$ cat config.mk
export PLATFORM = sky130hd
export DESIGN_NAME = ps2_scan_decoder_flat
export DESIGN_NICKNAME = d
export VERILOG_FILES = /design/src/rtl/ps2_pkg.sv /design/src/rtl/ps2_scan_decoder_if.sv /design/src/rtl/ps2_rx_frame.sv /design/src/rtl/ps2_scan_decoder.sv /design/src/flat_wrapper.sv
export SDC_FILE = /design/constraint.sdc
export NUM_CORES = 1
export LEC_CHECK = 0
export ABC_CLOCK_PERIOD_IN_PS = 3000
export BUFFER_PORTS_ARGS = -buffer_cell sky130_fd_sc_hd__buf_2
export CAP_MARGIN = 5
export CORE_MARGIN = 3
export CORE_UTILIZATION = 55
export DETAILED_ROUTE_END_ITERATION = 10
export MAX_ROUTING_LAYER = met4
export PLACE_DENSITY = 0.77
export SYNTH_ARGS = -nofsm -noshare
export SYNTH_HDL_FRONTEND = slang
export SYNTH_HIERARCHICAL = 1
export SYNTH_SLANG_ARGS = --single-unit
$ cat constraint.sdc
create_clock -name clk -period 3 [get_ports clk]
set_input_delay 0.6 -clock clk [delete_from_list [all_inputs] [get_ports clk]]
set_output_delay 0.6 -clock clk [all_outputs]
set_load 0.005 [all_outputs]
$ cat src/rtl/ps2_pkg.sv
// ps2_pkg -- shared constants for the PS/2 scan-code decoder.
// Holds the receive-frame FSM state encoding and the special scan codes.
package ps2_pkg;

   // Frame receive FSM states
   localparam logic [1:0] ST_IDLE   = 2'd0;
   localparam logic [1:0] ST_DATA   = 2'd1;
   localparam logic [1:0] ST_PARITY = 2'd2;
   localparam logic [1:0] ST_STOP   = 2'd3;

   // Scan-code set 2 special bytes
   localparam logic [7:0] BREAK  = 8'hF0;
   localparam logic [7:0] EXT    = 8'hE0;
   localparam logic [7:0] LSHIFT = 8'h12;
   localparam logic [7:0] RSHIFT = 8'h59;
   localparam logic [7:0] CAPS   = 8'h58;

   // True for the codes that drive modifier state instead of being emitted
   function automatic logic is_modifier(input logic [7:0] code);
      return (code == LSHIFT) || (code == RSHIFT) || (code == CAPS);
   endfunction

endpackage

$ cat src/rtl/ps2_scan_decoder_if.sv
// ps2_scan_decoder_if -- decoded key stream from the PS/2 decoder.
// The decoder drives it through the master modport; consumers use slave.
interface ps2_scan_decoder_if;
   logic [7:0] scancode;
   logic       scan_valid;
   logic       extended;
   logic       shift;
   logic       caps;
   logic       frame_err;

   modport master (output scancode, scan_valid, extended, shift, caps, frame_err);
   modport slave  (input  scancode, scan_valid, extended, shift, caps, frame_err);
endinterface

$ cat src/rtl/ps2_rx_frame.sv
// ps2_rx_frame -- PS/2 byte receiver: input synchronizers, 11-bit frame FSM,
// odd-parity/stop check and optional inactivity timeout (PS2_TIMEOUT_EN).
// byte_valid / frame_err are combinational strobes valid in the cycle the
// stop-bit edge (or timeout) is seen; the decoder registers them.
import ps2_pkg::*;

module ps2_rx_frame #(
   parameter int unsigned TIMEOUT_CYCLES = 50000
) (
   input  logic       clk,
   input  logic       rst,
   input  logic       ps2_clk,
   input  logic       ps2_data,
   output logic [7:0] rx_byte,
   output logic       byte_valid,
   output logic       frame_err,
   output logic       frame_timeout
);

   logic       clk_s1_q, clk_s1_d, clk_s2_q, clk_s2_d, clk_prev_q, clk_prev_d;
   logic       data_s1_q, data_s1_d, data_s2_q, data_s2_d;
   logic [1:0] state_q, state_d;
   logic [2:0] bit_cnt_q, bit_cnt_d;
   logic [7:0] shreg_q, shreg_d;
   logic       parity_q, parity_d;
   logic       sample_edge;

`ifdef PS2_TIMEOUT_EN
   localparam int TMO_W = $clog2(TIMEOUT_CYCLES + 1);
   logic [TMO_W-1:0] tmo_cnt_q, tmo_cnt_d;
`endif

   // Falling edge of the synchronized keyboard clock
   assign sample_edge = clk_prev_q & ~clk_s2_q;

   // Next-state logic: synchronizer chain, frame FSM, parity/stop check, timeout
   always_comb begin
      // NOTE: every output of this block gets a default first so no latch is inferred.
      clk_s1_d      = ps2_clk;
      clk_s2_d      = clk_s1_q;
      clk_prev_d    = clk_s2_q;
      data_s1_d     = ps2_data;
      data_s2_d     = data_s1_q;
      state_d       = state_q;
      bit_cnt_d     = bit_cnt_q;
      shreg_d       = shreg_q;
      parity_d      = parity_q;
      rx_byte       = shreg_q;
      byte_valid    = 1'b0;
      frame_err     = 1'b0;
      frame_timeout = 1'b0;

      if (sample_edge) begin
         case (state_q)
            ST_IDLE: begin
               if (!data_s2_q) begin
                  state_d   = ST_DATA;
                  bit_cnt_d = 3'd0;
               end
            end
            ST_DATA: begin
               shreg_d   = {data_s2_q, shreg_q[7:1]};
               bit_cnt_d = bit_cnt_q + 3'd1;
               if (bit_cnt_q == 3'd7) state_d = ST_PARITY;
            end
            ST_PARITY: begin
               parity_d = data_s2_q;
               state_d  = ST_STOP;
            end
            default: begin
               // Data plus parity must hold an odd number of ones
               if (data_s2_q && (^{shreg_q, parity_q})) byte_valid = 1'b1;
               else                                     frame_err  = 1'b1;
               state_d = ST_IDLE;
            end
         endcase
      end

`ifdef PS2_TIMEOUT_EN
      tmo_cnt_d = tmo_cnt_q;
      if (sample_edge) begin
         tmo_cnt_d = '0;
      end else if (state_q != ST_IDLE) begin
         if (tmo_cnt_q == TMO_W'(TIMEOUT_CYCLES - 1)) begin
            tmo_cnt_d     = '0;
            state_d       = ST_IDLE;
            bit_cnt_d     = 3'd0;
            frame_err     = 1'b1;
            frame_timeout = 1'b1;
         end else begin
            tmo_cnt_d = tmo_cnt_q + TMO_W'(1);
         end
      end
`endif
   end

   // State registers with synchronous reset
   always_ff @(posedge clk) begin
      // NOTE: sequential state uses non-blocking assignments so all flops update together.
      if (rst) begin
         // Synchronizers reset to the idle-high line level so reset never fakes an edge
         clk_s1_q   <= 1'b1;
         clk_s2_q   <= 1'b1;
         clk_prev_q <= 1'b1;
         data_s1_q  <= 1'b1;
         data_s2_q  <= 1'b1;
         state_q    <= ST_IDLE;
         bit_cnt_q  <= 3'd0;
         shreg_q    <= 8'h00;
         parity_q   <= 1'b0;
      end else begin
         clk_s1_q   <= clk_s1_d;
         clk_s2_q   <= clk_s2_d;
         clk_prev_q <= clk_prev_d;
         data_s1_q  <= data_s1_d;
         data_s2_q  <= data_s2_d;
         state_q    <= state_d;
         bit_cnt_q  <= bit_cnt_d;
         shreg_q    <= shreg_d;
         parity_q   <= parity_d;
      end
   end

`ifdef PS2_TIMEOUT_EN
   // Inactivity counter register
   always_ff @(posedge clk) begin
      if (rst) tmo_cnt_q <= '0;
      else     tmo_cnt_q <= tmo_cnt_d;
   end
`endif

endmodule

$ cat src/rtl/ps2_scan_decoder.sv
// ps2_scan_decoder -- PS/2 keyboard scan-code set 2 decoder.
// Receives bytes via ps2_rx_frame, tracks break/extended prefixes and the
// shift/caps modifiers, and emits make codes as one-cycle strobes.
// Optional feature: define PS2_TIMEOUT_EN to abandon stalled frames after
// TIMEOUT_CYCLES clk cycles.
import ps2_pkg::*;

module ps2_scan_decoder #(
   parameter int unsigned TIMEOUT_CYCLES = 50000
) (
   input  logic                  clk,
   input  logic                  rst,
   input  logic                  ps2_clk,
   input  logic                  ps2_data,
   ps2_scan_decoder_if.master    out_if
);

   logic [7:0] rx_byte;
   logic       rx_byte_valid, rx_frame_err, rx_timeout;

   logic [7:0] scancode_q, scancode_d;
   logic       extended_q, extended_d;
   logic       scan_valid_q, scan_valid_d;
   logic       frame_err_q, frame_err_d;
   logic       lshift_q, lshift_d, rshift_q, rshift_d;
   logic       caps_q, caps_d, caps_held_q, caps_held_d;
   logic       break_pending_q, break_pending_d, ext_pending_q, ext_pending_d;

   ps2_rx_frame #(.TIMEOUT_CYCLES(TIMEOUT_CYCLES)) u_rx (
      .clk           (clk),
      .rst           (rst),
      .ps2_clk       (ps2_clk),
      .ps2_data      (ps2_data),
      .rx_byte       (rx_byte),
      .byte_valid    (rx_byte_valid),
      .frame_err     (rx_frame_err),
      .frame_timeout (rx_timeout)
   );

   // Byte interpretation: prefixes, modifier tracking and make-code emission
   always_comb begin
      scancode_d      = scancode_q;
      extended_d      = extended_q;
      scan_valid_d    = 1'b0;
      frame_err_d     = rx_frame_err;
      lshift_d        = lshift_q;
      rshift_d        = rshift_q;
      caps_d          = caps_q;
      caps_held_d     = caps_held_q;
      break_pending_d = break_pending_q;
      ext_pending_d   = ext_pending_q;

      if (rx_byte_valid) begin
         if (rx_byte == BREAK) begin
            break_pending_d = 1'b1;
         end else if (rx_byte == EXT) begin
            ext_pending_d = 1'b1;
         end else begin
            if (!ext_pending_q && is_modifier(rx_byte)) begin
               if (break_pending_q) begin
                  if (rx_byte == LSHIFT) lshift_d    = 1'b0;
                  if (rx_byte == RSHIFT) rshift_d    = 1'b0;
                  if (rx_byte == CAPS)   caps_held_d = 1'b0;
               end else begin
                  if (rx_byte == LSHIFT) lshift_d = 1'b1;
                  if (rx_byte == RSHIFT) rshift_d = 1'b1;
                  if (rx_byte == CAPS) begin
                     // Typematic repeats arrive while held and must not toggle
                     if (!caps_held_q) caps_d = ~caps_q;
                     caps_held_d = 1'b1;
                  end
               end
            end else if (!break_pending_q) begin
               scancode_d   = rx_byte;
               extended_d   = ext_pending_q;
               scan_valid_d = 1'b1;
            end
            break_pending_d = 1'b0;
            ext_pending_d   = 1'b0;
         end
      end

      // An abandoned frame may have followed a prefix; drop the prefix too
      if (rx_timeout) begin
         break_pending_d = 1'b0;
         ext_pending_d   = 1'b0;
      end
   end

   // Decoder registers with synchronous reset
   always_ff @(posedge clk) begin
      if (rst) begin
         scancode_q      <= 8'h00;
         extended_q      <= 1'b0;
         scan_valid_q    <= 1'b0;
         frame_err_q     <= 1'b0;
         lshift_q        <= 1'b0;
         rshift_q        <= 1'b0;
         caps_q          <= 1'b0;
         caps_held_q     <= 1'b0;
         break_pending_q <= 1'b0;
         ext_pending_q   <= 1'b0;
      end else begin
         scancode_q      <= scancode_d;
         extended_q      <= extended_d;
         scan_valid_q    <= scan_valid_d;
         frame_err_q     <= frame_err_d;
         lshift_q        <= lshift_d;
         rshift_q        <= rshift_d;
         caps_q          <= caps_d;
         caps_held_q     <= caps_held_d;
         break_pending_q <= break_pending_d;
         ext_pending_q   <= ext_pending_d;
      end
   end

   assign out_if.scancode   = scancode_q;
   assign out_if.extended   = extended_q;
   assign out_if.scan_valid = scan_valid_q;
   assign out_if.frame_err  = frame_err_q;
   assign out_if.shift      = lshift_q | rshift_q;
   assign out_if.caps       = caps_q;

endmodule

$ cat src/flat_wrapper.sv
// flat-port wrapper written by rule: the top's interface ports become plain ports
module ps2_scan_decoder_flat 
#(
   parameter int unsigned TIMEOUT_CYCLES = 50000
)
  (clk, rst, ps2_clk, ps2_data, out_if_scancode, out_if_scan_valid, out_if_extended, out_if_shift, out_if_caps, out_if_frame_err);
  ps2_scan_decoder_if out_if_i ();
  input  logic clk;
  input  logic rst;
  input  logic ps2_clk;
  input  logic ps2_data;
  output wire logic [$bits(out_if_i.scancode)-1:0] out_if_scancode;
  output wire logic [$bits(out_if_i.scan_valid)-1:0] out_if_scan_valid;
  output wire logic [$bits(out_if_i.extended)-1:0] out_if_extended;
  output wire logic [$bits(out_if_i.shift)-1:0] out_if_shift;
  output wire logic [$bits(out_if_i.caps)-1:0] out_if_caps;
  output wire logic [$bits(out_if_i.frame_err)-1:0] out_if_frame_err;
  assign out_if_scancode = out_if_i.scancode;
  assign out_if_scan_valid = out_if_i.scan_valid;
  assign out_if_extended = out_if_i.extended;
  assign out_if_shift = out_if_i.shift;
  assign out_if_caps = out_if_i.caps;
  assign out_if_frame_err = out_if_i.frame_err;
  ps2_scan_decoder #(.TIMEOUT_CYCLES(TIMEOUT_CYCLES)) u_core (.clk(clk), .rst(rst), .ps2_clk(ps2_clk), .ps2_data(ps2_data), .out_if(out_if_i));
endmodule
* Yosys cells after proc, flatten, opt, wreduce, memory -nomap -nowiden
Index checks and enable logic that the tools add are counted.
** Storage, ports and cells
- Flip-flop bits (word level) :: 36
- Bits in latches :: 0
- Bits in writable memories :: 0
- Memory bits (read-only) :: 0
- Output and inout port bits :: 13
- Memories kept :: 0
** Operators by class
- $add $sub $neg :: 1
- Multiply operators :: 0
- Div/mod/pow operators :: 0
- $lt $le $gt $ge :: 0
- Equal/unequal tests :: 11
- Shifts and indexed selects :: 0
- Multiplexer cells :: 22
- Bitwise logic cells :: 11
- Reduce and logical (&&, ||, !) cells :: 22
** Operators by type and width (number)
- 5-bit AND reduction :: 4
- 1-bit 2-to-1 mux :: 17
- 8-bit by 7-bit == test with 1-bit output, second input constant :: 2
- 8-bit == test, second input constant :: 2
- 5-bit OR reduction :: 2
- 1-bit NOT :: 9
- 9-bit XOR reduction :: 1
- 8-bit by 5-bit == test with 1-bit output, second input constant :: 1
- 2-bit AND reduction :: 4
- 7-bit AND reduction :: 1
- 2-bit case mux with 3 select lines :: 1
- 3-bit case mux with 2 select lines :: 1
- 3-bit AND reduction :: 2
- 2-bit 2-to-1 mux :: 2
- 2-bit != test, second input constant :: 2
- 3-bit by 1-bit adder with 3-bit output, second input constant :: 1
- 3-bit == test, second input constant :: 1
- 3-bit 2-to-1 mux :: 1
- 3-bit OR reduction :: 1
- 2-bit by 1-bit == test with 1-bit output, second input constant :: 1
- 2-bit == test, second input constant :: 1
- 1-bit logical AND :: 2
- 2-bit zero test :: 1
- 1-bit logical OR :: 2
- other kinds (5) :: 5

* Depth between registers and ports, before layout
Gate-level depths: netlist of the first run.
- Depth in word-level cells :: 7
- Mapped depth :: 8
- Gate-level depth less buffers :: 8

* Hierarchy
Netlist of the first run, hierarchy kept.
** By module, submodules not included
- ps2_rx_frame :: times used 1, cells an instance 88, area an instance 865.8 um^2, sequential area each 380.4 um^2
- ps2_scan_decoder :: times used 1, cells an instance 88, area an instance 797.0 um^2, sequential area each 340.3 um^2

* Least setup slack after synthesis of the first run
Ideal clock, no wire load.
- Kind :: reg2reg
- Start :: reg u_core.u_rx.shreg_q[0], in the netlist u_core/u_rx/rx_byte[0]
- End :: reg u_core.caps_q, in the netlist u_core/out_if.caps
- Library setup time :: 70 ps
- Arrival :: 2657 ps
- Slack :: 273 ps
- Cell stages (with the launch flop) :: 9
- Clock period less this slack :: 2727 ps
- Path through :: dfxtp_1 -> xnor3_1 -> or2_1 -> mux2i_1 -> nor2b_1 -> nand2_1 -> or4_4 -> or4_1 -> a21oi_1
** Between the ends
- Word-level cells in the longest chain between the ends :: 6
- Elaborated cells on any way between the ends :: 16
** RTL lines
- from (decl) :: RTL line ps2_rx_frame.sv:24 : logic [7:0] shreg_q, shreg_d;
- from (signal assigned) :: RTL line ps2_rx_frame.sv:119 : shreg_q <= shreg_d;
- 9-bit XOR reduction :: RTL line ps2_rx_frame.sv:72 : if (data_s2_q && (^{shreg_q, parity_q})) byte_valid = 1'b1;
- 1-bit logical AND :: RTL line ps2_rx_frame.sv:72
- 1-bit 2-to-1 mux :: RTL line ps2_rx_frame.sv:72
- 1-bit 2-to-1 mux :: RTL line ps2_rx_frame.sv:54 : case (state_q)
- 1-bit 2-to-1 mux :: RTL line ps2_rx_frame.sv:53 : if (sample_edge) begin
- named net u_core.rx_byte_valid :: RTL line ps2_scan_decoder.sv:19 : logic rx_byte_valid, rx_frame_err, rx_timeout;
- 7-bit AND reduction (no source line)
- to (signal assigned) :: RTL line ps2_scan_decoder.sv:110 : caps_q <= caps_d;
- to (decl) :: RTL line ps2_scan_decoder.sv:26 : logic caps_q, caps_d, caps_held_q, caps_held_d;
The timed path passes the listed nets, and every way through them passes these cells.
A chain may end at the register's enable or synchronous reset.

* Worst setup path after layout of the first run
Same ends and word-level chain as after synthesis.

==> flow_summary.toml, run 1 <==
[global_route]
grt.overflow.total = 0
grt_max_degree = 46
antenna_found_initial = 0
grt_pass1_wl_um = 4912
grt_pass1_vias = 1132
grt_usage_pct = 18.86

[drt]
drt-total-wl_um = 2921
vias = 1255
drtIter0Drc = 58
ant_nets = 0
wl_per_cell_um = 13.04
dr.pass1.iters = 4
via_per_inst = 5.603
drc = 0

[pwr]
p_switching_uw = 159.1
p_leak_nw = 0.7846
power_density_nw_per_um2 = 420.2
switching_share_pct = 20.85
ir_drop_uv = 321.6
p_clk_share_pct = 34.3
p_int_uw = 604.2
p_seq_share_pct = 63.2
pwr-share-comb_pct = 2.6

[sta]
hold_viol_final = 0
rsz0062_at_grt = "no"
setup_viol = 0
drv_slew = 0
finalCriticalPeriod_ns = 2.790
whs_ns = 0.4169
post-route-period-util_pct = 93.00
fin_setup_tns_ns = 0
slew_headroom_pct = 58.09
max_freq_ghz = 0.3584
worstMarginPinSlew_ns = 0.6287
finClkSkew_ns = 0.006629

[logic_synthesis]
netlist_top_cells_area = "dfxtp_1 43%, mux2i_1 9.0%, nand2b_1 4.9%, ha_1 4.5%, nor2_1 3.8%"
ys_seq_elements = 36
synthArstFlopShare_pct = 0
yosys.area.top_type_share_pct = 43.34
synth_top_area_cell = "dfxtp_1"
synthTopCellsByCount = "36 x dfxtp_1, 17 x nor2_1, 15 x mux2i_1, 13 x nand2b_1, 10 x nand2_1"
synthFlopType = "dfxtp_1"
yosysSeqAreaShare_pct = 43.34
syn-cell-area_um2 = 1663
synth.most_common_cell = "dfxtp_1"
yosysUniqueCellTypes = 42
avgSynthCellArea_um2 = 9.448
synth_edf_count = 0
synthCells = 176
ys_warn_count = 6
synth_nets = 186

[clock_network]
cts_tree = "built"
clk_pin_slew_ns = 0.10
htreeDepth = 2
numCtsBuffers = 5
root_buffer = "clkbuf_4"
worst_skew_pair.late_latency_ns = 0.33
ctsHoldBuffers = 0
clock_path_buffers = 2
cts_setup_buffers = 0
cts_resized = 0
cts_sinks = 36

[die]
dieArea_um2 = 3719
core_area_um2 = 2829
dieWidth_um = 60.99
start_util_pct = 58.78
rows = 19
die_h_um = 60.99
io_pins = 17

[placed_design]
io_buffers = 16
place_area_um2 = 1758
place.gp.congestion = 0.7936
dp_hpwl_um = 2071

[outcome]
status = "completed"

[cells_and_area]
antenna_cells = 0
nets = 202
multi_input_area_um2 = 880.8
drive_above_1_share_pct = 17.10
stdcell_area_um2 = 1817
seq_area_um2 = 720.7
fillers = 225
area_growth_pct = 9.255

[setup_path]
crit_fanout = 8
worst_setup_path_end_kind = "register"
worstPathArrival_ns = 3.05
worst_setup_path_start_kind = "register"
path_class = "register to register"
cp.required_ns = 3.26

[flow_run]
cap_violations = 0

[hold_path]
worst_hold_path_type = "register to register"
## sequential cells by signal, indices dropped and copies added (netlist names), 2 cells and up
register                count
u_core/out_if.scancode      8
u_core/u_rx/state_q         2
u_core/u_rx/rx_byte         8
u_core/u_rx/bit_cnt_q       3
## cell families (layout without fill, tap and decap cells)
family                     count (synthesis)  count (layout)  share of synthesized area, %
buffers and inverters                     15              32                         3.687
and+or+nand+nor                           71              71                         24.15
AOI/OAI and AO/OA                         27              27                         10.76
muxes                                     15              15                         9.029
adders and majority gates                  6               6                         4.515
other                                      1               1                        0.2255
DFF                                       36              36                         43.34
xor gates and xnor gates                   5               5                         4.289
## layout make-up
type | instances | share of cell area (%)
multi-input combinational | 125 | 48.48
tap | 31 | 2.135
timing repair buffer | 18 | 5.234
sequential | 36 | 39.67
clock buffer | 8 | 3.237
inverter | 6 | 1.240
## per-stage QoR
stage	setup slack, ns	cells	power (mW)	utilization, %
6_report	0.2099	224	0.7633	64.22
5_1_grt	0.03662	224	0.8005	64.22
4_1_cts	0.2011	224	0.7775	64.22
3_5_place_dp	0.2385	216	0.5129	62.14
3_3_place_gp	0.3486	216	0.5121	62.14
2_1_floorplan	0.2727	176	0.5093	-
## layer usage
metal  track usage (%)  up-vias  share of wire, %
met4             9.288        0               1.8
met2             30.38       22                48
met5                 -        -                 0
met1             20.70      590                46
li1                  -      639                 -
met3             6.383        4               3.8
## critical path, stage by stage, from the launching register on
cell	delay, ns
dfxtp_1	0.48
xnor3_1	0.45
or2_1	0.22
mux2i_1	0.16
nor2b_1	0.20
nand2_1	0.10
or4_4	0.56
or4_1	0.41
a21oi_1	0.15
## placed cells by master (no fill, tap or decap), drive strengths merged, types with 2 or more instances in the layout
cell,netlist,final
dfxtp,36,36
buf,2,18
nor2,17,17
mux2i,15,15
nand2b,13,13
nand2,11,11
a21oi,9,9
clkbuf,7,8
or2,7,7
inv,6,6
ha,6,6
nor2b,5,5
nand3b,4,4
o21ai,4,4
o31ai,3,3
or4,3,3
a31oi,2,2
nor3,2,2
xnor3,2,2
xnor2,2,2
nand3,2,2
a32oi,2,2
## power groups by stage
stage          clock [mW]  combinational, mW  sequential (mW)
2_1_floorplan           0             0.0165            0.493
3_3_place_gp            0             0.0190            0.493
3_5_place_dp            0             0.0197            0.493
4_1_cts             0.276             0.0197            0.482
5_1_grt             0.296             0.0222            0.483
6_report            0.262             0.0195            0.482
## final timing paths
| kind | from | to | slack [ns] | cells after the start |
|---|---|---|---|---|
| worst max-delay path | u_core/u_rx/rx_byte[0] | u_core/out_if.caps | 0.21 | 8 |
| worst max register to register | u_core/u_rx/rx_byte[0] | u_core/out_if.caps | 0.21 | 8 |
| worst min register to register | u_core/u_rx/data_s1_q | u_core/u_rx/data_s2_q | 0.42 | 1 |
| worst min-delay path | u_core/u_rx/data_s1_q | u_core/u_rx/data_s2_q | 0.42 | 1 |
Note: power is estimated with default switching activity, not from simulation.
==> run 2: changes to the inputs <==
Settings changed: ABC_CLOCK_PERIOD_IN_PS 3000 to 3500.
Clock period 3 ns to 3.5 ns, I/O delays scaled along.
==> run 2 against run 1 <==
- final area rose by 0.34%
- maximum frequency decreased by 9.0%
- clock power grew 12%
- clock-buffer cell count decreased by 3
- setup slack better by 0.22 ns
- core utilization up 0.22 points
- power down 5.3%
- register-to-register slack better by 0.22 ns
- wire length up 3.6%
- critical path type unchanged
- critical endpoint unchanged
- largest power group unchanged
- highest routed layer unchanged
==> flow_summary.toml, run 2 (same netlist as run 1, synthesis figures left out) <==
[outcome]
status = "completed"

[sta]
hold_viol_final = 0
drv_slew = 0
rsz0062_at_grt = "no"
worstMarginPinSlew_ns = 0.9714
finClkSkew_ns = 0.008036
fin_setup_tns_ns = 0
finalCriticalPeriod_ns = 3.067
setup_slack_ns = 0.4335
max_freq_ghz = 0.3261
slew_headroom_pct = 34.33
setup_viol = 0
post-route-period-util_pct = 87.62

[global_route]
grt_usage_pct = 19.12
grt_pass1_wl_um = 4981
grt_pass1_vias = 1166
grt_max_degree = 46
antenna_found_initial = 0
grt.overflow.total = 0

[setup_path]
cp_top_family = "simple AND/OR/NAND/NOR gates"
ff2ff_setup_slack_ns = 0.43
reg2reg_to = "u_core/out_if.caps"
path_class = "register to register"
cp_slowest_cell = "or4_4"
cp_slowest_stage_delay_ns = 0.56
worst_setup_path_start_kind = "register"
worst_setup_path_end_kind = "register"
critPathBufInv = 0
crit_chain = "xnor3_1 > or2_1 > mux2i_1 > nor2b_1 > nand2_1 > or4_4 > or4_1 > a21oi_1"
r2r_start = "u_core/u_rx/rx_byte[0]"
cp.required_ns = 3.80
worstPathArrival_ns = 3.36
r2r_cells = 8
crit_fanout = 8

[hold_path]
worstHoldPathCells = 1
worst_hold_path_type = "register to register"
hold_path_startpoint = "u_core/u_rx/data_s1_q"
worst_hold_path.endpoint = "u_core/u_rx/data_s2_q"

[cells_and_area]
area_growth_pct = 9.631
antenna_cells = 0
fillers = 239
drive_above_1_share_pct = 17.28
final_cells = 222
final_common_cell = "dfxtp_1"
layout_common_cells = "36 x dfxtp_1, 17 x nor2_1, 16 x buf_2"
nets = 200

[die]
rows = 19
core_area_um2 = 2829
die_h_um = 60.99
dieWidth_um = 60.99
dieArea_um2 = 3719
start_util_pct = 58.78
io_pins = 17

[drt]
drc = 0
via_per_inst = 5.635
vias = 1251
wl_per_cell_um = 13.63
dr.pass1.iters = 4
drtIter0Drc = 36
ant_nets = 0
drt-total-wl_um = 3025

[placed_design]
dp_cells = 214
dp_slack_ns = 0.4726
io_buffers = 16
dp_hpwl_um = 2153
place.gp.congestion = 0.8252

[clock_network]
cts_setup_buffers = 0
clk_pin_slew_ns = 0.11
ctsHoldBuffers = 0
cts_resized = 0
cts_tree = "built"
clock_path_buffers = 2
htreeDepth = 2
numCtsBuffers = 5
worst_skew_pair.late_latency_ns = 0.36
root_buffer = "clkbuf_4"
cts_sinks = 36

[pwr]
total_power_uw = 722.9
pwr-share-comb_pct = 2.3
power_density_nw_per_um2 = 396.5
p_int_uw = 567.6
ir_drop_uv = 301.4
switching_share_pct = 21.48
p_seq_share_pct = 57.2
p_leak_nw = 0.7823
p_switching_uw = 155.3
p_clk_share_pct = 40.5

[flow_run]
cap_violations = 0
-- run 2: how the worst max path moves through the flow --
stage                           startpoint                  to  cells after the start
floorplan           u_core/u_rx/rx_byte[0]  u_core/out_if.caps                      8
global route        u_core/u_rx/rx_byte[0]  u_core/out_if.caps                      8
detailed placement  u_core/u_rx/rx_byte[0]  u_core/out_if.caps                      8
CTS                 u_core/u_rx/rx_byte[0]  u_core/out_if.caps                      8
global placement    u_core/u_rx/rx_byte[0]  u_core/out_if.caps                      8
finish              u_core/u_rx/rx_byte[0]  u_core/out_if.caps                      8
-- run 2: worst reg2reg max path, stage by stage (launching register included) --
cell     delay (ns)
dfxtp_1        0.48
xnor3_1        0.46
or2_1          0.22
mux2i_1        0.20
nor2b_1        0.39
nand2_1        0.15
or4_4          0.56
or4_1          0.41
a21oi_1        0.14
-- run 2: power groups by stage --
stage	registers, mW	clock network, mW	logic [mW]
6_report	0.413	0.293	0.0170
5_1_grt	0.414	0.319	0.0190
4_1_cts	0.413	0.300	0.0171
3_5_place_dp	0.423	0	0.0171
3_3_place_gp	0.423	0	0.0162
2_1_floorplan	0.422	0	0.0142
-- run 2: area by class of cell --
class	instances	area [um^2]	area share (%)
Tap cell	31	38.79	2.128
Timing Repair Buffer	16	80.08	4.393
Inverter	6	22.52	1.235
Clock inverter	3	42.54	2.334
Sequential cell	36	720.7	39.53
Clock buffer	5	37.54	2.059
Multi-Input combinational cell	125	880.8	48.32
-- run 2: routing by layer --
layer,track usage [%],vias to the layer above,wire (um)
met5,-,-,0
met4,8.359,0,74
met3,9.362,11,160
met2,30.23,32,1485
met1,20.16,579,1304
li1,-,629,-
-- run 2: per-stage QoR --
| step | hold slack, ns | util [%] | area [um^2] |
|---|---|---|---|
| 2_1_floorplan | 0.3895 | - | 1663 |
| 3_3_place_gp | 0.3926 | 61.61 | 1743 |
| 3_5_place_dp | 0.3978 | 61.61 | 1743 |
| 4_1_cts | 0.4254 | 64.44 | 1823 |
| 5_1_grt | 0.4324 | 64.44 | 1823 |
| 6_report | 0.4232 | 64.44 | 1823 |
==> run 3: changes to the inputs <==
Settings changed: ABC_AREA set to 1, GPL_ROUTABILITY_DRIVEN set to 0.
==> run 3 against run 2 <==
- clock skew is 0.0032 ns lower
- combinational power up 25%
- synthesized area rose by 8.4%
- highest routed layer unchanged
==> flow_summary.toml, run 3 <==
[outcome]
status = "completed"

[drt]
dr.pass1.iters = 5
wl_per_cell_um = 10.31
ant_nets = 0
wl_met2_um = 1480
wl_met3_um = 149
drtIter0Drc = 57
via_per_inst = 4.809
drc = 0
drt-met1-wl_um = 1503
vias = 1486
drt-total-wl_um = 3186
routed.top_layer = "met4"

[logic_synthesis]
synth_edf_count = 0
syn-cell-area_um2 = 1802
yosys.area_share.simple_pct = 33.33
synthFlopType = "dfxtp_1"
ys_warn_count = 6
yosys.area.top_type_share_pct = 40.00
synth_mux_area_share_pct = 0
synthArstFlopShare_pct = 0
avgSynthCellArea_um2 = 7.354
ys_seq_elements = 36
synth.most_common_cell = "nand2_1"
synth_nets = 255
yosysSeqAreaShare_pct = 40.00
synth-compound-area-share_pct = 13.33
yosysUniqueCellTypes = 30
synthCells = 245
netlist_top_cells_area = "dfxtp_1 40%, nand2_1 12%, inv_1 6.0%, a21oi_1 4.7%, nand3_1 4.7%"
synth_adder_area_share_pct = 4.167
synth_top_family_by_area = "simple AND/OR/NAND/NOR gates"
yosys.area_share.xor_xnor_pct = 0.9722
synth_top_area_cell = "dfxtp_1"
synthTopCellsByCount = "57 x nand2_1, 36 x dfxtp_1, 29 x inv_1, 20 x nor2_1"

[die]
dieArea_um2 = 3999
dieWidth_um = 63.24
start_util_pct = 58.54
die_h_um = 63.24
io_pins = 17
rows = 20
core_area_um2 = 3078

[global_route]
grt.overflow.total = 0
grt_max_degree = 25
grt_usage_pct = 18.64
antenna_found_initial = 0
grt_pass1_wl_um = 5630
grt_pass1_vias = 1340

[pwr]
power_density_nw_per_um2 = 361.4
p_leak_nw = 0.8818
total_power_uw = 720.4
ir_drop_uv = 296.3

[cells_and_area]
antenna_cells = 0
area_growth_pct = 10.62
final_cells = 309
nets = 274
final_common_cell = "nand2_1"
layout_common_cells = "57 x nand2_1, 36 x dfxtp_1, 29 x inv_1"
drive_above_1_share_pct = 23.40

[setup_path]
r2r_cells = 12
cp_top_family = "simple AND/OR/NAND/NOR gates"
path_class = "register to register"
worstPathArrival_ns = 2.39
worst_setup_path_start_kind = "register"
crit_chain = "inv_2 > nand2_2 > nand2_2 > nand2_1 > nand3_1 > nand3_1 > nand3_2 > nor2_2 > o21ai_2 > nor2_4 > nand3_1 > a21oi_2"
cp.required_ns = 3.78
critical_path_depth = 12
crit_top_cell = "nand3_1"
worst_setup_path_end_kind = "register"
crit_fanout = 10
cp_slowest_cell = "dfxtp_1"
cp_slowest_stage_delay_ns = 0.54
critPathBufInv = 1

[sta]
finalCriticalPeriod_ns = 2.119
hold_viol_final = 0
setup_viol = 0
finClkSkew_ns = 0.004862
setup_slack_ns = 1.381
whs_ns = 0.4198
fin_setup_tns_ns = 0
post-route-period-util_pct = 60.54
max_freq_ghz = 0.4719
rsz0062_at_grt = "no"
drv_slew = 0

[clock_network]
clock_path_buffers = 2
clk_pin_slew_ns = 0.10
cts_tree = "built"
htreeDepth = 2
ctsHoldBuffers = 0
numCtsBuffers = 5
cts_resized = 0
cts_sinks = 36
worst_skew_pair.late_latency_ns = 0.34
root_buffer = "clkbuf_4"
cts_setup_buffers = 0

[placed_design]
dp_hpwl_um = 2320
io_buffers = 16
dp_slack_ns = 1.422
dp_cells = 301

[hold_path]
worst_hold_path_type = "register to register"
worstHoldPathCells = 1

[flow_run]
cap_violations = 0
-- run 3: cell types whose count changed in the layout (fill, tap and decap cells not counted), moves of 4 or more --
cell | previous run | this run
a21oi_2 | 0 | 9
nand2b_1 | 13 | 0
o21ai_0 | 4 | 9
mux2i_1 | 15 | 0
nand2_2 | 1 | 10
nand2_1 | 10 | 57
inv_2 | 0 | 4
inv_1 | 6 | 29
a21oi_1 | 9 | 17
nor2b_1 | 5 | 0
nand3_1 | 2 | 17
-- run 3: stage by stage --
step | instance area (um^2) | util, %
finish | 1993 | 64.76
CTS | 1993 | 64.76
floorplan | 1802 | -
global placement | 1917 | 62.28
global route | 1993 | 64.76
detailed placement | 1917 | 62.28
-- run 3: power breakdown --
group	leakage (nW)	internal, mW	switching [mW]
sequential	0.291	0.413	0.00235
combinational	0.549	0.00710	0.0142
clock	0.0422	0.150	0.135
-- run 3: cell type report --
class	count	area, um^2
Timing Repair Buffer	16	80.08
Sequential cell	36	720.7
Clock inverter	2	35.03
Inverter	33	123.9
Tap cell	44	55.05
Fill cell	290	1085
Multi-Input combinational cell	172	937.1
Clock buffer	6	41.29
-- run 3: worst paths after layout --
kind	startpoint	end	slack [ns]
setup / recovery	u_core/u_rx/rx_byte[4]	u_core/out_if.scancode[7]	1.38
hold / removal	u_core/u_rx/clk_s1_q	u_core/u_rx/clk_prev_d	0.42
setup reg to reg	u_core/u_rx/rx_byte[4]	u_core/out_if.scancode[7]	1.38
hold reg to reg	u_core/u_rx/clk_s1_q	u_core/u_rx/clk_prev_d	0.42
-- run 3: layer usage --
metal  global-route usage (%)  up-vias
met5                        -        -
li1                         -      813
met4                    9.704        0
met1                    20.56      637
met2                    29.78       32
met3                    6.417        4
-- run 3: worst reg2reg max path, cell delays in order, from the launching register on --
cell and delay (ns):
dfxtp_1 0.54, inv_2 0.09, nand2_2 0.08, nand2_2 0.05, nand2_1 0.06, nand3_1 0.09, nand3_1 0.11, nand3_2 0.09
nor2_2 0.22, o21ai_2 0.12, nor2_4 0.27, nand3_1 0.17, a21oi_2 0.16
-- run 3: kinds of logic (layout without fill, tap and decap cells) --
kind of cell	Yosys count	after routing
simple gates	123	123
compound gates	40	40
buf+inv	37	57
flops	36	36
fa+ha+maj	6	6
xor+xnor	2	2
other cells	1	1
